--- config.mk ---
export PLATFORM = sky130hd
export DESIGN_NAME = mwb_elastic_stage
export DESIGN_NICKNAME = d
export VERILOG_FILES = /design/src/rtl/mwb_elastic_stage.sv
export SDC_FILE = /design/constraint.sdc
export NUM_CORES = 1
export LEC_CHECK = 0
export ABC_AREA = 1
export CAP_MARGIN = 20
export CORE_MARGIN = 2
export CORE_UTILIZATION = 45
export DETAILED_ROUTE_END_ITERATION = 12
export GPL_TIMING_DRIVEN = 0
export PLACE_DENSITY = 0.8
export SLEW_MARGIN = 15
export SYNTH_ARGS = -nofsm -noshare
export SYNTH_HDL_FRONTEND = slang
export SYNTH_SLANG_ARGS = --single-unit
--- constraint.sdc ---
create_clock -name clk -period 2 [get_ports clk]
set_clock_uncertainty 0.15 [all_clocks]
set_input_delay 0.5 -clock clk [delete_from_list [all_inputs] [get_ports clk]]
set_output_delay 0.5 -clock clk [all_outputs]
set_load 0.005 [all_outputs]
--- src/rtl/mwb_elastic_stage.sv ---
// mwb_elastic_stage: elastic MEM->WB pipeline stage.
// DEPTH-entry circular FIFO of writeback bundles with valid/ready on both
// sides and a synchronous flush. All state updates on the falling clock edge.
// Optional macro MWB_STALL_CNT_EN adds a saturating 16-bit stall_cnt output.
module mwb_elastic_stage #(
    parameter int DATA_W = 32,
    parameter int ADDR_W = 5,
    parameter int CTRL_W = 2,
    parameter int DEPTH  = 2,
    parameter int CNT_W  = 4
) (
    input  logic              clk,
    input  logic              rst,
    input  logic              in_valid,
    output logic              in_ready,
    input  logic [CTRL_W-1:0] in_ctrl,
    input  logic [DATA_W-1:0] in_rd_data,
    input  logic [DATA_W-1:0] in_wd,
    input  logic [ADDR_W-1:0] in_wr,
    input  logic              flush,
    output logic              out_valid,
    input  logic              out_ready,
    output logic [CTRL_W-1:0] out_ctrl,
    output logic [DATA_W-1:0] out_rd_data,
    output logic [DATA_W-1:0] out_wd,
    output logic [ADDR_W-1:0] out_wr,
    output logic [CNT_W-1:0]  count
`ifdef MWB_STALL_CNT_EN
    ,
    output logic [15:0]       stall_cnt
`endif
);

    localparam int ENT_W = CTRL_W + 2 * DATA_W + ADDR_W;
    localparam int PTR_W = (DEPTH > 1) ? $clog2(DEPTH) : 1;
    localparam logic [PTR_W-1:0] PTR_LAST = PTR_W'(DEPTH - 1);
    localparam logic [CNT_W-1:0] CNT_FULL = CNT_W'(DEPTH);

    logic [ENT_W-1:0]  mem [DEPTH];
    logic [PTR_W-1:0]  rptr;
    logic [PTR_W-1:0]  wptr;
    logic [CNT_W-1:0]  cnt_q;
    logic              push;
    logic              pop;
    logic [ENT_W-1:0]  head;
    logic [CTRL_W-1:0] head_ctrl;

    // Pointer advance with explicit wrap so non-power-of-2 depths work.
    function automatic logic [PTR_W-1:0] ptr_inc(input logic [PTR_W-1:0] p);
        return (p == PTR_LAST) ? '0 : p + 1'b1;
    endfunction

    // Handshake decode and head-entry presentation (ctrl gated when empty).
    always_comb begin
        in_ready  = (cnt_q < CNT_FULL);
        out_valid = (cnt_q != '0);
        push      = in_valid & in_ready;
        pop       = out_valid & out_ready;
        head      = mem[rptr];
        {head_ctrl, out_rd_data, out_wd, out_wr} = head;
        out_ctrl  = out_valid ? head_ctrl : '0;
        count     = cnt_q;
    end

    // Pointers and occupancy; flush overrides any concurrent push/pop.
    always_ff @(negedge clk or negedge rst) begin
        if (!rst) begin
            rptr  <= '0;
            wptr  <= '0;
            cnt_q <= '0;
        end else if (flush) begin
            rptr  <= '0;
            wptr  <= '0;
            cnt_q <= '0;
        end else begin
            if (push) wptr <= ptr_inc(wptr);
            if (pop)  rptr <= ptr_inc(rptr);
            case ({push, pop})
                2'b10:   cnt_q <= cnt_q + 1'b1;
                2'b01:   cnt_q <= cnt_q - 1'b1;
                default: cnt_q <= cnt_q;
            endcase
        end
    end

    // Entry storage; cleared on reset only, flush leaves contents stale.
    always_ff @(negedge clk or negedge rst) begin
        if (!rst) begin
            for (int unsigned i = 0; i < DEPTH; i++) mem[i] <= '0;
        end else if (!flush && push) begin
            mem[wptr] <= {in_ctrl, in_rd_data, in_wd, in_wr};
        end
    end

`ifdef MWB_STALL_CNT_EN
    // Count edges where MEM is blocked by a full stage; saturating, reset-only clear.
    always_ff @(negedge clk or negedge rst) begin
        if (!rst) begin
            stall_cnt <= '0;
        end else if (in_valid && !in_ready && stall_cnt != 16'hFFFF) begin
            stall_cnt <= stall_cnt + 16'd1;
        end
    end
`endif

endmodule

### Word-level counts from Yosys, hierarchy flattened

Index checks and enable logic that the tools add are counted.

| storage, ports and cells | value |
|---|---|
| bits in registers | 148 |
| bits of input ports | 76 |
| output and inout bits | 77 |
| logic and storage cells | 41 |

| cells by class | value |
|---|---|
| $add $sub $neg | 4 |
| magnitude comparators | 4 |
| equality and inequality tests | 2 |
| mux-type cells | 15 |
| bitwise gates (word level) | 4 |
| reductions and logical operators | 7 |

Operators with widths:

| operator | number |
|---|---|
| 2-to-1 mux 71 bit | 4 |
| bitwise mux 142 bit | 1 |
| demux 71 bit (select 1 bit) | 1 |
| one-hot mux 4 bit (2 select lines) | 1 |
| 2-to-1 mux 1 bit | 6 |
| adder 4 x 1 -> 4 bit (second input constant) | 1 |
| greater-or-equal comparator 2 bit (second input constant) | 2 |
| less-than comparator 4 x 2 -> 1 bit (second input constant) | 1 |
| 2-to-1 mux 4 bit | 1 |
| inverter 1 -> 2 bit | 2 |
| nonzero test 2 bit | 2 |
| nonzero test 4 bit | 1 |
| subtractor 4 x 1 -> 4 bit (second input constant) | 1 |
| nonzero test 3 bit | 1 |
| adder 1 bit (second input constant) | 2 |
| AND 1 bit | 2 |
| == test 2 x 1 -> 1 bit (second input constant) | 1 |
| == test 2 bit (second input constant) | 1 |
| logical AND 1 bit | 2 |
| less-than comparator 2 x 1 -> 1 bit (second input constant) | 1 |
| 2-to-1 mux 2 bit | 1 |
| logical NOT 1 bit | 1 |

### Logic depth before layout (Yosys ltp)

| logic depth | value |
|---|---|
| depth in word-level cells | 6 |
| gate-level depth with buffers | 12 |
| mapped depth without buffers | 12 |

==> results.yml <==
status:
  status: "complete, but fails checks"
  violations: "negative setup slack"
finish:
  area_growth_pct: 68.6
  diodes: 0
  fin_area_sq_um: 11100
  drive_gt1_share_pct: 48.5
  layout.cells.non_filler: 1112
  fill_cells: 864
  fin_nets: 993
global_route:
  grt_pass1_vias: 6221
  grt_usage_pct: 27.3
  grt_max_degree: 82
  grt_first_pass_wirelength_um: 33400
  grt-ovfl-total: 0
  grt_antenna_before_repair: 0
placed_design:
  placed_cells: 1006
  gp_congestion: 0.781
  placed_area_sq_um: 8600
  pre_cts_slack_ns: -1.69
  portBuffers: 152
  dpl.hpwl_um: 10800
sta:
  fin_hold_ws_ns: 0.309
  report.final.hold_viol_count: 0
  worstMarginPinSlew_ns: 0.572
  setup_slack_ns: -1.29
  slew_violations: 0
  rsz0062_at_grt: "yes"
  setup_viol: 224
  slew-limit-headroom_pct: 61.9
setup_path:
  r2r_end: "count[2]"
  timing.critical_path.mode_cell: "clkbuf_16"
  slowest_delay_ns: 0.42
  critPathMaxFanout: 5
  rrSetupSlack_ns: -0.34
  start_kind: "flip-flop"
  critPathCaptureType: "primary output"
  cp_top_family: "buffers and inverters"
  reg2reg_from: "count[3]"
  path_cells: "buf_8 > clkbuf_16 > buf_12 > clkbuf_16 > nand2_4 > o21ai_2 > buf_2"
  cp_slowest_cell: "dfrtn_1"
  worst_r2r_path_depth: 13
  worst-path-buf-inv: 5
  criticalPathCategory: "reg2out"
  worst_ep_arrival_time_ns: 2.64
  crit_required_ns: 1.35
flow_run:
  cap_violations: 0
clocking:
  root_buffer: "clkbuf_16"
  clk_latency_ns: 0.40
  clkTransAtPathRegs_ns: 0.04
  cts_sinks: 148
  cts_tree: "built"
  clock_path_buffers: 2
  cts_buffers: 17
  h-tree-depth: 4
synth:
  synth_area_sq_um: 6570
  yosysMostFrequentCell: "nand2_1"
  ys.warnings.count: 0
  synth_xor_xnor_area_share_pct: 0
  yosys.area.top_type: "dfrtn_1"
  ys.flop_type: "dfrtn_1"
  synthSimpleGateAreaFrac_pct: 11.0
  yosys.area_share.adder_pct: 0.381
  yosys.area.top_type_share_pct: 56.3
  ys_ff_latch: 148
  synth_top_family_by_area: "multiplexers"
  syn_area_per_cell_sq_um: 9.82
  synthesis.instances: 669
  synth_mux_area_share_pct: 12.7
  ys_async_sr_fraction_pct: 100
  synth-edff-count: 0
  yosysSeqAreaShare_pct: 56.3
  syn_nets: 747
  synthTopCellsByCount: "nand2_1, dfrtn_1, o21ai_0"
  synth-compound-area-share_pct: 11.4
  ys_types: 22
  synthTopCellsByArea: "dfrtn_1, o21ai_0, mux2_2, nand2_1, inv_1"
floorplan:
  rows: 44
  die_w_um: 125
  chipHeight_um: 125
  initial_core_util_pct: 45.6
  io_pins: 153
  core-area_sq_um: 14400
  die_area_sq_um: 15600
routing:
  drt_pass1_iterations: 5
  dr_total_vias: 5965
  drcViolationCount: 0
  ant_nets: 0
  wirelength_um: 22400
  drt-wirelength-per-cell_um: 20.2
  vias_per_cell: 5.36
  drtIter0Drc: 373
min_path:
  hold_depth: 1
  min-delay-start: "mem[70]"
  hold_path.class: "reg2reg"
  min_to: "mem[70]"
pwr:
  power_uw: 16300
  leakage_uw: 0.00536
  seq_power_share_pct: 32.6
  irDropWorstVdd_v: 0.00105
  switching_share_pct: 34.7
  powerDensity_nw_per_um2: 1470
  clockPowerShare_pct: 20.8
  combPwrFrac_pct: 46.6
  switchingPower_uw: 5650
  internal-power_uw: 10600
final cells by class:
cell class / instances / area (sq um) / share of cell area, %
Sequential cell: 148 / 3700 / 33.4
Buffer: 33 / 633 / 5.71
Clock buffer: 21 / 480 / 4.34
Timing Repair Buffer: 232 / 2330 / 21.0
Tap cell: 184 / 230 / 2.08
Inverter: 84 / 318 / 2.87
Clock inverter: 11 / 149 / 1.34
Multi-Input combinational cell: 399 / 3240 / 29.2
through the flow:
step | utilization [%] | setup TNS, ns
2_1_floorplan | - | -137.77
3_3_place_gp | 59.4 | -1268.11
3_5_place_dp | 59.6 | -350.23
4_1_cts | 73.8 | -177.02
5_1_grt | 76.8 | -187.83
6_report | 76.8 | -176.68
worst reg2reg max path, delay by kind of cell, from the launching register on:
family | cells | cell delay (ns)
simple gates | 8 | 1.01
flops | 1 | 0.37
fa+ha+maj | 1 | 0.16
buf+inv | 4 | 0.50
per-layer routing:
layer	track usage, %	wire length, um	part of all wire, %	up-vias
li1	-	-	-	2678
met1	34.7	8970	40	2959
met2	46.2	11400	51	257
met3	5.84	1290	5.8	71
met4	9.93	779	3.5	0
met5	0	0	0	-
power groups by stage:
stage | clock network (uW) | registers [uW] | logic, uW
2_1_floorplan | 0 | 4930 | 2930
3_3_place_gp | 0 | 5030 | 5400
3_5_place_dp | 0 | 5090 | 5520
4_1_cts | 3390 | 5100 | 6610
5_1_grt | 3550 | 5430 | 8140
6_report | 3380 | 5320 | 7590
state kept, by name (all words and copies together), names as in the netlist:
register,count
count,4
rptr,1
wptr,1
mem,142
worst max path at each step:
| stage | depth (start not counted) | start | end |
|---|---|---|---|
| after floorplan | 4 | in_valid | mem[0] |
| final | 7 | rptr | out_rd_data[10] |
| after CTS | 7 | rptr | out_wd[5] |
| after detailed placement | 5 | in_valid | mem[68] |
| after global routing | 7 | rptr | out_wd[12] |
| after global placement | 1 | rst | mem[22] |
kinds of logic (layout without fill, tap and decap cells):
| family | count (synthesis) | in the layout |
|---|---|---|
| AOI/OAI and AO/OA | 149 | 149 |
| adders and majority gates | 2 | 2 |
| buffers and inverters | 122 | 381 |
| DFF | 148 | 148 |
| muxes | 71 | 71 |
| and+or+nand+nor | 177 | 177 |
repair_timing:
action / 4_1_cts / 5_1_grt
buffers inserted: 50 / 16
pin swaps: 12 / 8
hold buffers: 0 / 0
gates resized for setup: 601 / 153
setup endpoints to repair: 225 / 285
cloned: 21 / 5
layout by cell type (no fill, tap or decap), types with 2 or more instances in the layout:
master           instances
buf_12                  24
buf_2                   74
nand3_1                  4
clkinv_4                 2
buf_8                   26
nand3_4                  3
clkbuf_4                 3
ha_4                     2
clkbuf_8                 4
clkinvlp_4               3
buf_16                   3
o21ai_1                 67
o21ai_2                 75
a21oi_1                  3
inv_1                   80
bufinv_16                3
nor2_4                   2
buf_6                   23
clkdlybuf4s50_1         71
buf_4                   21
nand2_1                100
clkinv_2                 2
nor3_4                   3
clkbuf_16               36
o21ai_4                  2
dfrtn_1                148
nand2_2                 31
mux2_4                  71
inv_2                    3
nand2_4                 29
Power figures use the tool's default switching activity.
